**src/rtl/period_meter.sv**
```systemverilog
// period_meter: measures the tick_in period in clk_25MHz cycles; flags tolerance, lock and loss.
// Min/max statistics are built only when PERIOD_METER_MINMAX_EN is defined.
module period_meter #(
  parameter int CNT_W      = 24,
  parameter int EXP_PERIOD = 2500000,
  parameter int TOL        = 25000,
  parameter int TIMEOUT    = 5000000
) (
  input  logic             clk_25MHz,
  input  logic             reset,
  input  logic             tick_in,
  input  logic             clr_stats,
  output logic [CNT_W-1:0] period,
  output logic             period_valid,
  output logic             in_range,
  output logic             locked,
  output logic             lost,
  output logic [CNT_W-1:0] min_period,
  output logic [CNT_W-1:0] max_period
);

  // Bounds held one bit wider than the counter so EXP_PERIOD+TOL cannot wrap.
  localparam logic [CNT_W:0]   LO_BOUND = (CNT_W+1)'((EXP_PERIOD > TOL) ? EXP_PERIOD - TOL : 0);
  localparam logic [CNT_W:0]   HI_BOUND = (CNT_W+1)'(EXP_PERIOD + TOL);
  localparam logic [CNT_W-1:0] TMO_LAST = CNT_W'(TIMEOUT - 1);

  typedef enum logic [1:0] {IDLE, MEASURE, LOST} state_t;

  state_t           state;
  logic             sync1;
  logic             sync2;
  logic             prev;
  logic             rise;
  logic [CNT_W-1:0] cnt;
  logic [1:0]       lock_cnt;
  logic [CNT_W:0]   meas;
  logic [CNT_W-1:0] new_period;
  logic             new_in_range;

  always_comb begin
    rise         = sync2 & ~prev;
    meas         = {1'b0, cnt} + (CNT_W+1)'(1);
    new_period   = meas[CNT_W] ? '1 : meas[CNT_W-1:0];
    new_in_range = ({1'b0, new_period} >= LO_BOUND) && ({1'b0, new_period} <= HI_BOUND);
  end

  always_ff @(posedge clk_25MHz) begin
    if (reset) begin
      sync1        <= 1'b0;
      sync2        <= 1'b0;
      prev         <= 1'b0;
      state        <= IDLE;
      cnt          <= '0;
      lock_cnt     <= '0;
      period       <= '0;
      period_valid <= 1'b0;
      in_range     <= 1'b0;
      locked       <= 1'b0;
      lost         <= 1'b0;
    end else begin
      sync1        <= tick_in;
      sync2        <= sync1;
      prev         <= sync2;
      period_valid <= 1'b0;
      case (state)
        IDLE: begin
          if (rise) begin
            cnt   <= '0;
            state <= MEASURE;
          end
        end
        MEASURE: begin
          // A rise wins over a timeout on the same edge, allowing period == TIMEOUT.
          if (rise) begin
            cnt          <= '0;
            period       <= new_period;
            period_valid <= 1'b1;
            in_range     <= new_in_range;
            if (new_in_range) begin
              lock_cnt <= (lock_cnt == 2'd2) ? 2'd2 : lock_cnt + 2'd1;
              locked   <= (lock_cnt != 2'd0);
            end else begin
              lock_cnt <= '0;
              locked   <= 1'b0;
            end
          end else if (cnt == TMO_LAST) begin
            state    <= LOST;
            lost     <= 1'b1;
            lock_cnt <= '0;
            locked   <= 1'b0;
          end else begin
            cnt <= (cnt == '1) ? cnt : cnt + CNT_W'(1);
          end
        end
        LOST: begin
          if (rise) begin
            cnt   <= '0;
            lost  <= 1'b0;
            state <= MEASURE;
          end
        end
        default: state <= IDLE;
      endcase
    end
  end

`ifdef PERIOD_METER_MINMAX_EN
  // A clear coinciding with a new period restarts the statistics from that period.
  always_ff @(posedge clk_25MHz) begin
    if (reset) begin
      min_period <= '1;
      max_period <= '0;
    end else if (state == MEASURE && rise) begin
      min_period <= (clr_stats || new_period < min_period) ? new_period : min_period;
      max_period <= (clr_stats || new_period > max_period) ? new_period : max_period;
    end else if (clr_stats) begin
      min_period <= '1;
      max_period <= '0;
    end
  end
`else
  logic unused_clr;
  assign unused_clr = clr_stats;
  assign min_period = '0;
  assign max_period = '0;
`endif

endmodule
```
**config.mk**
```make
export PLATFORM = sky130hd
export DESIGN_NAME = period_meter
export DESIGN_NICKNAME = d
export VERILOG_FILES = /design/src/rtl/period_meter.sv
export SDC_FILE = /design/constraint.sdc
export NUM_CORES = 1
export LEC_CHECK = 0
export BUFFER_PORTS_ARGS = -buffer_cell sky130_fd_sc_hd__buf_2
export CORE_UTILIZATION = 31
export CTS_BUF_LIST = sky130_fd_sc_hd__clkbuf_2
export DETAILED_ROUTE_END_ITERATION = 7
export HOLD_SLACK_MARGIN = 0.15
export PLACE_DENSITY = 0.53
export SLEW_MARGIN = 10
export SYNTH_ARGS = -nofsm -noshare
export SYNTH_HDL_FRONTEND = slang
export SYNTH_SLANG_ARGS = --single-unit
```
**constraint.sdc**
```tcl
create_clock -name clk_25MHz -period 7.35 [get_ports clk_25MHz]
set_clock_uncertainty 0.1 [all_clocks]
set_input_delay 0.735 -clock clk_25MHz [delete_from_list [all_inputs] [get_ports clk_25MHz]]
set_output_delay 0.735 -clock clk_25MHz [all_outputs]
set_load 0.1 [all_outputs]
```
==> After elaboration in Yosys (flattened, before gate mapping) <==
Cells that the tools add are included.
{ "classes": {"n_eq_ne": 11, "muxes": 22, "n_bitwise": 3, "n_reduce_logical": 13, "addsub": 3, "magnitude_cmp": 2} }
{ "op_table": {"columns": ["operator", "count"], "rows": [
  ["$mux 24", 5],
  ["$pmux 24 s2", 1],
  ["$add 24x1->25 const B", 1],
  ["$add 24x1->24 const B", 1],
  ["$eq 24x23->1 const B", 1],
  ["$eq 24x24->1 const B", 1],
  ["$ge 24x22->1 const B", 1],
  ["$le 24x22->1 const B", 1],
  ["$mux 2", 7],
  ["$reduce_and 4->1", 2],
  ["$reduce_bool 2->1", 4],
  ["$mux 1", 7],
  ["$ne 2x2->1 const B", 3],
  ["$ne 3x3->1 const B", 2],
  ["$eq 2x2->1 const B", 2],
  ["$pmux 2 s2", 1],
  ["$reduce_and 2->1", 2],
  ["$reduce_or 2->1", 2],
  ["$reduce_and 3->1", 1],
  ["$add 2x1->2 const B", 1],
  ["$eq 2x1->1 const B", 1],
  ["$logic_not 2->1", 1],
  ["$ne 2x1->1 const B", 1],
  ["$not 1->1", 2],
  ["other kinds (3)", 3]
]} }
{ "totals": {"wordCells": 65, "regBits": 59, "output_inout_bits": 76, "in_bits": 4} }

==> Longest topological paths before layout <==
{ "logic_depth": {"word_depth": 6, "mapped_depth": 12, "ltp_nobuf": 9} }

==> Least setup slack after synthesis <==
No wires, ideal clock.
{ "synth_timing": {"kind": "flip-flop to flip-flop", "startpoint": "register cnt[1]", "endpoint": "register in_range", "period_less_slack_ns": 3.055, "slack_ns": 4.295, "setup_time_ns": 0.069, "path_stages_with_launch": 11, "arrival_ns": 2.886, "n_path_buf": 1, "t_required_ns": 7.181, "cell_sequence": "dfxtp_1 -> ha_1 -> buf_2 -> nand4_4 -> or4_4 -> o31a_1 -> a2111oi_4 -> or4b_1 -> nor4_1 -> a21oi_1 -> o21ai_1"} }
{ "synth_between": {"elab_chain_len": 4} }
{ "synth_lines": {"columns": ["item", "line", "text"], "rows": [
  ["start: declaration", "34", "logic [CNT_W-1:0] cnt;"],
  ["start signal: assignment", "92", "cnt <= (cnt == '1) ? cnt : cnt + CNT_W'(1);"],
  ["$add 24x1->25 (*)", "42", "meas = {1'b0, cnt} + (CNT_W+1)'(1);"],
  ["$mux 24 (*)", "43", "new_period = meas[CNT_W] ? '1 : meas[CNT_W-1:0];"],
  ["$ge 24x22->1 or $le 24x22->1 (tied branches)", "44", "new_in_range = ({1'b0, new_period} >= LO_BOUND) && ({1'b0, new_period} <= HI_BOUND);"],
  ["$logic_and 1x1->1 (*)", "44", null],
  ["end signal: assignment", "78", "in_range <= new_in_range;"],
  ["end: declaration", "15", "output logic in_range,"]
]} }
Mark *: on every way between the ends. The rest lies on a longest branch, timed or not.
A chain may end at the register's enable or synchronous reset.

==> Worst setup path in the final report <==
{ "layout_timing": {"startpoint": "register cnt[0]", "endpoint": "register cnt[20]"} }
{ "layout_between": {"elab_chain_len": 5} }
{ "layout_lines": {"columns": ["item", "line", "text"], "rows": [
  ["$add 24x1->24", "92", null],
  ["$mux 24", "92", null],
  ["$mux 24", "86", "end else if (cnt == TMO_LAST) begin"],
  ["$mux 24", "74", "if (rise) begin"],
  ["$pmux 24 s2", "65", "case (state)"]
]} }
Parallel ways exist; a longest one is shown, timed or not. The select of a mux whose other input is x is not followed.

==> impl_metrics.yaml <==
pwr:
  power_leakage_uw: 0.00144
  seqPwrFrac: 0.420
  internal_power_uw: 512
  p_sw_frac: 0.337
  switching_power_uw: 260
  power_frac_comb: 0.181
  ir_drop_mv: 0.0676
  p_per_area_nw_per_um2: 196
  p_clk_frac: 0.399
run:
  drv_cap: 0
setup_path:
  crit_top_cell: "nand3_1"
  critPathMaxFanout: 36
  crit_path_end_kind: "flip-flop"
  path_class: "flip-flop to flip-flop"
  arrival_ps: 4280
  slowest_delay_ps: 720
  crit_slowest_cell: "nand3_1"
  worst-path-buf-inv: 1
  ff2ff_setup_slack_ps: 3360
  worstPathCellList: "ha_1 > nand4_4 > nor4_1 > nand3_1 > nand3_1 > a22o_1 > buf_4 > nor2_1 > nand3b_1 > a21oi_1"
  critPathRequiredTime_ps: 7640
  critPathTopFamily: "simple AND/OR/NAND/NOR gates"
  start_kind: "flip-flop"
detailed_routing:
  drt-total-wl_um: 9300
  num_vias: 3408
  ant_nets: 0
  route.detailed.drc: 10
  post_drt_wl_per_cell_um: 14.4
  drt_iter0_drc: 312
  via_per_inst: 5.28
  drt_pre_antenna_iters: 8
place:
  place.gp.congestion: 0.866
  placedCellCount: 629
  port_buffers: 30
  post-dp-hpwl_um: 6470
timing:
  hold_viol_final: 0
  rsz0062_at_grt: "false"
  drv_slew: 0
  hold_slack_ps: 345
  finalSetupViolations: 0
  layout_worst_path_cycle_share: 0.543
  fin_crit_ps: 3990
  relSlewSlack: 0.372
  worstMarginPinSlew_ps: 940
  fmax_mhz: 251
  fin_setup_tns_ps: 0
clock_network:
  clock-root-buffer: "clkbuf_2"
  cts_made_buffers: 9
  cts_buffer_depth: 2
  post-cts-setup-buffers: 0
  cts_sinks: 59
  cts_resized: 0
  htree_levels: 3
  hold_buffers: 0
  insertion_delay_ps: 540
  path_clk_slew_ps: 180
  cts_tree: "done"
floorplan:
  rows: 39
  start_util: 0.324
  coreArea_um2: 11600
  die_h_um: 112
  ios: 80
  die_area_um2: 12600
  die_x_um: 112
logic_synthesis:
  ys_types: 57
  syn_inst: 493
  ys_seq_area_frac: 0.314
  ys_ff_latch: 59
  async_flop_share: 0
  avgSynthCellArea_um2: 7.64
  yosys_warnings: 0
  synth_edf_count: 0
  synth_area_um2: 3770
  synth_ff_type: "dfxtp_1"
layout:
  area_growth_pct: 4.75
  fill_cells: 1225
  final_core_util: 0.340
  layout-drive-gt1-share: 0.120
  nets: 504
  fin_cells: 645
  diodes: 0
global_routing:
  grt_use_total: 0.151
  grt_pass1_wl_um: 15200
  grt_pass1_vias: 2997
  grt_max_degree: 43
  antenna_found_initial: 0
  overflow: 0
run_status:
  violations: "DRC"
  status: "finished, violations left"
min_path:
  hp-class: "primary input to flip-flop"
## synthesized netlist by cell type (all sizes together) (2+ instances only)
library cell	instances	area [um2]
a211oi	3	22.5
a21boi	2	15.0
a21oi	41	205
a31oi	21	131
and2	4	25.0
and3	2	12.5
and4	7	61.3
buf	61	435
clkbuf	27	101
dfxtp	59	1180
ha	3	37.5
inv	5	18.8
mux2i	3	30.0
nand2	33	124
nand3	17	90.1
nand3b	5	37.5
nand4	16	121
nor2	41	154
nor2b	7	43.8
nor3	17	85.1
nor3b	3	22.5
nor4	7	50.1
nor4b	3	26.3
o211ai	4	30.0
o21ai	43	215
or2	2	12.5
or3	13	81.3
or4	6	48.8
xnor2	13	114
xor2	8	70.1
## flip-flops by register name, summed over array words and instances (netlist names)
| signal | count |
|---|---|
| sync2 | 1 |
| period | 24 |
| sync1 | 1 |
| period_valid | 1 |
| state | 2 |
| cnt | 24 |
| locked | 1 |
| prev | 1 |
| lost | 1 |
| lock_cnt | 2 |
| in_range | 1 |
## worst reg2reg max path: stages, from the launching register on
cell and delay [ps]:
dfxtp_1 530, ha_1 440, nand4_4 160, nor4_1 590, nand3_1 720, nand3_1 290, a22o_1 150, buf_4 330
nor2_1 270, nand3b_1 190, a21oi_1 70
## per-layer routing
layer  vias to the layer above  wire length (um)  track usage
met2                       119              4240        0.239
li1                       1684                 -            -
met5                         -                 0            0
met3                        11               456       0.0184
met1                      1594              4410        0.202
met4                         0               189       0.0809
## logic make-up after synthesis
| family | after synthesis | share of synthesized area |
|---|---|---|
| AOI/OAI and AO/OA | 125 | 0.195 |
| xor gates and xnor gates | 21 | 0.0488 |
| adders and majority gates | 3 | 0.00996 |
| buffers and inverters | 94 | 0.148 |
| DFF | 59 | 0.314 |
| muxes | 4 | 0.0110 |
| other | 1 | 0.000995 |
| and+or+nand+nor | 186 | 0.272 |
## cells in the final DEF, fill, tap and decap left out, types with 5 or more instances in the layout
| master | n |
|---|---|
| nor3_1 | 17 |
| nand4_1 | 14 |
| xnor2_1 | 13 |
| a31oi_1 | 21 |
| and4_1 | 7 |
| dfxtp_1 | 59 |
| nand3_1 | 16 |
| nor2_1 | 41 |
| o21ai_0 | 39 |
| xor2_1 | 8 |
| conb_1 | 48 |
| clkbuf_2 | 11 |
| inv_1 | 5 |
| nor2b_1 | 7 |
| nand2_1 | 33 |
| nand3b_1 | 5 |
| a21oi_1 | 41 |
| nor4_1 | 6 |
| or3_1 | 13 |
| or4_1 | 5 |
| buf_2 | 30 |
## layout make-up
class	instances	area [um2]	share of cell area
Clock buffer	11	55.1	0.0140
Clock inverter	5	125	0.0317
Inverter	6	22.5	0.00571
Multi-Input combinational cell	387	2200	0.558
Sequential cell	59	1180	0.299
Tap cell	143	179	0.0453
Timing Repair Buffer	34	180	0.0457
## path summary, 6_finish.rpt
path | from | to | cells past startpoint
max | cnt[0] | cnt[20] | 10
min | tick_in | sync1 | 2
min reg2reg | sync2 | prev | 1
max reg2reg | cnt[0] | cnt[20] | 10
## power groups by stage
| stage | logic, uW | clock network, uW | registers [uW] |
|---|---|---|---|
| after floorplan | 143 | 0 | 340 |
| after global placement | 140 | 0 | 331 |
| after detailed placement | 140 | 0 | 331 |
| after CTS | 140 | 316 | 324 |
| after global routing | 144 | 327 | 325 |
| final | 140 | 308 | 324 |
## metrics by stage
stage,setup slack (ps),power [uW],cell area [um2]
2_1_floorplan,4300,484,3940
3_3_place_gp,3440,471,3770
3_5_place_dp,3450,471,3770
4_1_cts,3380,780,3950
5_1_grt,3090,797,3950
6_report,3360,773,3950
Note: power is estimated with default switching activity, not from simulation.
